[src/rtl/step_scheduler.sv]
// Six-phase commutation stepper: IDLE/RUN/DONE, one step every period+1 clocks, registered drive pattern.
// No backpressure; STEP_BRAKE_EN keeps the last pattern driven in IDLE (brake), otherwise IDLE coasts at 0x00.
module step_scheduler #(
  parameter int PERIOD_W = 8
) (
  input  logic                clk,
  input  logic                rst_n,
  input  logic                start,
  input  logic                stop,
  input  logic                dir,
  input  logic [PERIOD_W-1:0] period,
  input  logic [7:0]          count,
  output logic [2:0]          phase,
  output logic [7:0]          pattern,
  output logic                step_pulse,
  output logic                busy,
  output logic                done
);

  typedef enum logic [1:0] {IDLE, RUN, DONE} state_t;

  state_t                state_q, state_d;
  logic [2:0]            phase_q, phase_d;
  logic [7:0]            pattern_q, pattern_d;
  logic [PERIOD_W-1:0]   timer_q, timer_d;
  logic [PERIOD_W-1:0]   period_q, period_d;
  logic [7:0]            remaining_q, remaining_d;
  logic                  step_q, step_d;
  logic [2:0]            next_phase;

  function automatic logic [7:0] drive_tbl(input logic [2:0] ph);
    case (ph)
      3'd0:    drive_tbl = 8'h90;
      3'd1:    drive_tbl = 8'h18;
      3'd2:    drive_tbl = 8'h48;
      3'd3:    drive_tbl = 8'h60;
      3'd4:    drive_tbl = 8'h24;
      3'd5:    drive_tbl = 8'h84;
      default: drive_tbl = 8'h00;
    endcase
  endfunction

  always_comb begin
    if (dir) next_phase = (phase_q == 3'd5) ? 3'd0 : phase_q + 3'd1;
    else     next_phase = (phase_q == 3'd0) ? 3'd5 : phase_q - 3'd1;
  end

  always_comb begin
    state_d     = state_q;
    phase_d     = phase_q;
    pattern_d   = pattern_q;
    timer_d     = timer_q;
    period_d    = period_q;
    remaining_d = remaining_q;
    step_d      = 1'b0;
    case (state_q)
      IDLE: begin
        if (start && !stop) begin
          state_d     = RUN;
          timer_d     = period;
          period_d    = period;
          remaining_d = count;
          pattern_d   = drive_tbl(phase_q);
        end
      end
      RUN: begin
        // stop outranks a coincident timer expiry: no step on the way out
        if (stop) begin
          state_d = DONE;
        end else if (timer_q == '0) begin
          phase_d   = next_phase;
          pattern_d = drive_tbl(next_phase);
          step_d    = 1'b1;
          timer_d   = period_q;
          // remaining==0 inside RUN only happens for continuous runs
          if (remaining_q != 8'd0) begin
            remaining_d = remaining_q - 8'd1;
            if (remaining_q == 8'd1) state_d = DONE;
          end
        end else begin
          timer_d = timer_q - PERIOD_W'(1);
        end
      end
      DONE: begin
        state_d = IDLE;
`ifdef STEP_BRAKE_EN
        pattern_d = pattern_q;
`else
        pattern_d = 8'h00;
`endif
      end
      default: state_d = IDLE;
    endcase
  end

  always_ff @(posedge clk or negedge rst_n) begin
    if (!rst_n) begin
      state_q     <= IDLE;
      phase_q     <= 3'd0;
      pattern_q   <= 8'h00;
      timer_q     <= '0;
      period_q    <= '0;
      remaining_q <= 8'd0;
      step_q      <= 1'b0;
    end else begin
      state_q     <= state_d;
      phase_q     <= phase_d;
      pattern_q   <= pattern_d;
      timer_q     <= timer_d;
      period_q    <= period_d;
      remaining_q <= remaining_d;
      step_q      <= step_d;
    end
  end

  assign phase      = phase_q;
  assign pattern    = pattern_q;
  assign step_pulse = step_q;
  assign busy       = (state_q != IDLE);
  assign done       = (state_q == DONE);

endmodule

[config.mk]
export PLATFORM = sky130hd
export DESIGN_NAME = step_scheduler
export DESIGN_NICKNAME = d
export VERILOG_FILES = /design/src/rtl/step_scheduler.sv
export SDC_FILE = /design/constraint.sdc
export NUM_CORES = 1
export LEC_CHECK = 0
export CORE_ASPECT_RATIO = 1.2
export CORE_MARGIN = 2
export CORE_UTILIZATION = 49
export DETAILED_ROUTE_END_ITERATION = 10
export GPL_TIMING_DRIVEN = 0
export HOLD_SLACK_MARGIN = 0.1
export PLACE_DENSITY = 0.83
export SETUP_SLACK_MARGIN = 0.5
export SYNTH_ARGS = -nofsm -noshare
export SYNTH_HDL_FRONTEND = slang
export SYNTH_SLANG_ARGS = --single-unit
[constraint.sdc]
create_clock -name clk -period 2.3 [get_ports clk]
set_clock_uncertainty 0.15 [all_clocks]
set_input_delay 0.345 -clock clk [delete_from_list [all_inputs] [get_ports clk]]
set_output_delay 0.345 -clock clk [all_outputs]
set_load 0.005 [all_outputs]
Word level (Yosys, flattened, before mapping). Cells that the tools add are included. W data, S select, Z words.

Bits in registers: 38. Input bits: 21. Output and inout port bits: 14. Logic and storage cells: 75.

Add/subtract/negate cells: 4. Eq/ne operators: 20. Muxes and demuxes: 27. Bitwise gates (word level): 1. Reduce and logical (&&, ||, !) cells: 16.

Operator list (count): $pmux W8 S6 (2); $mux W8 (10); $pmux W8 S2 (2); $pmux W8 S3 (1); $sub A8 B1 Y8 const B (2); $eq A3 B2 Y1 const B (4); $eq A3 B3 Y1 const B (4); $mux W2 (5); $mux W3 (3); $ne A3 B3 Y1 const B (3); $eq A8 B1 Y1 const B (1); $logic_not A8 Y1 (1); $ne A2 B2 Y1 const B (4); $reduce_and A4 Y1 (2); $reduce_bool A8 Y1 (1); $eq A3 B1 Y1 const B (2); $logic_not A3 Y1 (2); $reduce_and A3 Y1 (2); $reduce_and A5 Y1 (1); $pmux W2 S2 (1); $reduce_bool A2 Y1 (2); $add A3 B1 Y3 const B (1); $mux W1 (3); $reduce_bool A3 Y1 (1); other kinds (8) (8).

Depth between registers and ports, before layout.
Depth in word-level cells: 8. Depth in mapped cells: 9. Mapped depth without buffers: 7.

Least setup slack after synthesis. No wires, ideal clock.

Path kind: reg-to-reg. Start point: register phase_q[1], in the netlist phase[1]. End point: register pattern_q[3], in the netlist pattern[3]. Library setup time: 0.064 ns. Data arrival time: 1.959 ns. Data required time: 2.086 ns. Setup slack: 0.127 ns. Cell stages (with the launch flop): 9. Buffers on the path: 1. Period minus slack after synthesis: 2.173 ns. Cells stage by stage: dfrtp_1 -> clkbuf_1 -> and2_1 -> ha_1 -> nor2b_1 -> a32o_1 -> or3_4 -> a32oi_1 -> mux2_2.

Word-level cells in the longest chain between the ends: 8. Elaborated cells between the ends (all ways): 23. Those cells by class: add/sub: 2; eq/ne: 10; mux: 9; reduce/logical: 2.

RTL lines: from (decl) (line 23) `logic [2:0] phase_q, phase_d;`; from (signal assigned) (line 107) `phase_q <= phase_d;`; $sub A3 B1 Y3, or another cell as far along (line 45) `else next_phase = (phase_q == 3'd0) ? 3'd5 : phase_q - 3'd1;`; $mux W3, on equally long branches (line 45, 44); $mux W3 (line 44) `if (dir) next_phase = (phase_q == 3'd5) ? 3'd0 : phase_q + 3'd1;`; $eq A3 B3 Y1, or another cell as far along (line 32) `case (ph)`; $pmux W8 S6 (line 32); $mux W8 (line 70) `end else if (timer_q == '0) begin`; $mux W8 (line 68) `if (stop) begin`; $pmux W8 S3 * (line 56) `case (state_q)`; to (signal assigned) (line 108) `pattern_q <= pattern_d;`; to (decl) (line 24) `logic [7:0] pattern_q, pattern_d;`.

Mark *: on every way between the ends. The rest lies on a longest branch, timed or not. The select of a mux whose other input is x is not followed. A chain may end at the register's enable or synchronous reset.

Final worst setup path.
Start point: register timer_q[1]. End point: register remaining_q[5].

Word-level cells in the longest chain between the ends: 3.

RTL lines: from (decl) (line 25) `logic [PERIOD_W-1:0] timer_q, timer_d;`; from (signal assigned) (line 109) `timer_q <= timer_d;`; $logic_not A8 Y1 (line 70); $ne A2 B2 Y1 (no line); $reduce_and A5 Y1 (no line); to (signal assigned) (line 111) `remaining_q <= remaining_d;`; to (decl) (line 27) `logic [7:0] remaining_q, remaining_d;`.

Every way passes these cells.

==> results.py <==
metrics = {
    "run_status": {
        "status": "finished with violations",
        "failed_checks": "setup timing",
    },
    "clocking": {
        "root_buffer": "clkbuf_8",
        "clk_latency_ps": 300,
        "clock_path_buffers": 2,
        "cts_made_buffers": 5,
        "clock-sinks": 36,
        "htree_levels": 2,
        "clkTransAtPathRegs_ps": 70,
        "cts_tree": "built",
    },
    "final_layout": {
        "regArea_sq_um": 906,
        "fillers": 231,
        "synthToLayoutAreaGrowth_pct": 65.5,
        "fin_util_pct": 83.8,
        "drive_gt1_share_pct": 46.3,
        "antenna_cells": 0,
        "post-route-cell-area_sq_um": 3850,
        "layout.nets": 386,
        "multi_input_area_sq_um": 1760,
    },
    "worst_setup_path": {
        "required_ps": 2350,
        "worstPathArrival_ps": 2380,
        "crit_fanout": 6,
        "crit_type": "reg2reg",
        "start_kind": "flop",
        "cp-end-kind": "flop",
    },
    "synthesis": {
        "synth_ff_type": "dfrtp_1",
        "ys_seq_area_share_pct": 38.7,
        "syn_area_sq_um": 2330,
        "synth_most_common_cell": "nand2_1",
        "synth_area_leaders": "dfrtp_1, nand2_1, ha_1",
        "ys_top_cells_by_count": "nand2_1, dfrtp_1, a21oi_1",
        "syn_avg_cell_area_sq_um": 8.81,
        "synthArstFlopShare_pct": 100,
        "yosysTopAreaCell": "dfrtp_1",
        "yosys_warnings": 0,
        "synth_top_area_share_pct": 38.7,
        "synth_cell_types": 59,
        "ys_ff_latch": 36,
        "synth_cells": 264,
        "synth-edff-count": 0,
    },
    "global_route": {
        "grt_pass1_vias": 2621,
        "antenna_found_initial": 0,
        "grt_pass1_wl_um": 12800,
        "grt_max_degree": 37,
        "grt_overflow": 0,
        "grt_usage_pct": 32.4,
    },
    "routing": {
        "dr.pass1.iters": 6,
        "num_vias": 2734,
        "wl_met2_um": 4770,
        "route.detailed.drc": 0,
        "drtAntennaViolNets": 0,
        "avgRoutedWirePerCell_um": 23.4,
        "drt_wl_total_um": 9690,
        "vias_per_cell": 6.60,
        "wl_met3_um": 765,
        "first_iter_violations": 208,
        "top_layer": "met4",
        "wl_met1_um": 3380,
    },
    "timing": {
        "layout_setup_ws_ps": -24.3,
        "tns_ps": -38.8,
        "tightest_slew_ps": 844,
        "hold_viol": 0,
        "min_period_over_period_pct": 101,
        "finalMaxSlewViolations": 0,
        "relSlewSlack_pct": 43.8,
        "whs_ps": 339,
        "period_needed_ps": 2320,
        "setup_viol": 2,
        "fmax_mhz": 430,
        "rsz0062_at_grt": "yes",
    },
    "floorplanning": {
        "io_pins": 35,
        "dieArea_sq_um": 5320,
        "rows": 27,
        "core_sq_um": 4590,
        "die_h_um": 79.5,
        "fp.dieW_um": 66.9,
        "initial_core_util_pct": 50.6,
    },
    "power_and_ir_drop": {
        "p_total_uw": 5130,
        "ir_drop_mv": 1.12,
        "p_leak_uw": 0.00174,
        "power_density_nw_per_um2": 1330,
    },
    "placed_design": {
        "dp_hpwl_um": 3980,
        "place_congestion": 0.837,
        "postPlaceCellArea_sq_um": 2840,
        "io_buffer_count": 32,
    },
    "run": {
        "maxCapViolations": 0,
    },
    "hold_path": {
        "hold_class": "reg2reg",
    },
}
## routing by layer
layer	vias up	global-route usage, %
met5	-	0
met4	0	20.4
met3	99	7.90
met2	194	56.2
met1	1314	34.5
li1	1127	-
## critical path, cell delays in order, from the launching register on
cell and delay, ps:
dfrtp_1 410, inv_2 100, ha_4 140, nor3b_4 370, o211ai_1 240, buf_4 220, a21oi_4 270, o32ai_2 140
a211oi_2 190
## state kept, by name, indices dropped and copies added (netlist names)
register / count
timer_q: 8
remaining_q: 8
period_q: 8
step_pulse: 1
state_q: 2
phase: 3
pattern: 6
## cell families after synthesis
kind of cell / Yosys count / synth area share, %
AND/OR/NAND/NOR: 102 / 23.2
AO/OA/AOI/OAI: 64 / 18.0
flip-flops: 36 / 38.7
buffers and inverters: 30 / 5.65
multiplexers: 13 / 6.02
adder cells (fa/ha/maj): 9 / 4.84
XOR/XNOR: 9 / 3.39
other: 1 / 0.161
## cell type report
type / count / share of cell area (%)
flip-flops and latches: 36 / 23.5
clock buffers: 6 / 1.89
plain buffers: 16 / 4.71
inverters: 14 / 1.43
repair buffers: 84 / 20.8
clock inverters: 1 / 0.130
well taps: 58 / 1.89
multi-input cells: 199 / 45.6
## stage by stage
step	instances	worst slack [ps]
finish	414	-24.3
floorplan	265	184
detailed placement	355	-178
global route	414	-24.8
CTS	406	182
global placement	355	-164
## report_power, final
group	leakage (uW)	internal (uW)	total (uW)	switching, uW
clock network	0.0000410	206	438	232
registers	0.000438	920	1280	359
logic	0.00126	1700	3410	1710
total	0.00174	2820	5130	2300
## what timing repair did
action / 4_1_cts / 5_1_grt
endpoints found under the setup margin: 30 / 32
gates resized for setup: 93 / 46
pin swaps: 33 / 21
buffers inserted: 42 / 8
hold buffers: 1 / 0
endpoints found under the hold margin: 36 / 0
gates cloned: 1 / 0
## cell usage in the layout, fill, tap and decap left out, drive strengths merged, types with 3 or more instances in the layout
cell type and instances:
buf 63, nand2 45, dfrtp 36, clkdlybuf4s50 27
a21oi 16, inv 14, o21ai 14, clkbuf 13
nor2 12, ha 9, mux2 8, o22ai 7
nor3 6, xor2 5, mux2i 5, nor3b 5
a31oi 5, nor4 5, xnor2 4, nand4 4
nand3 3, nand2b 3, or3 3, nor2b 3
## path summary, 6_finish.rpt
kind                                    startpoint                         end  slack (ps)  depth (start not counted)
setup / recovery            timer_q[1]$_DFFE_PN0P_  remaining_q[5]$_DFFE_PN0P_         -20                          8
hold / removal             period_q[7]$_DFFE_PN0P_     period_q[7]$_DFFE_PN0P_         340                          2
setup reg to reg            timer_q[1]$_DFFE_PN0P_  remaining_q[5]$_DFFE_PN0P_         -20                          8
hold reg to reg            period_q[7]$_DFFE_PN0P_     period_q[7]$_DFFE_PN0P_         340                          2
max in group asynchronous                    rst_n  remaining_q[5]$_DFFE_PN0P_         880                          2
min in group asynchronous                    rst_n     period_q[3]$_DFFE_PN0P_         540                          2
Power figures use the tool's default switching activity.
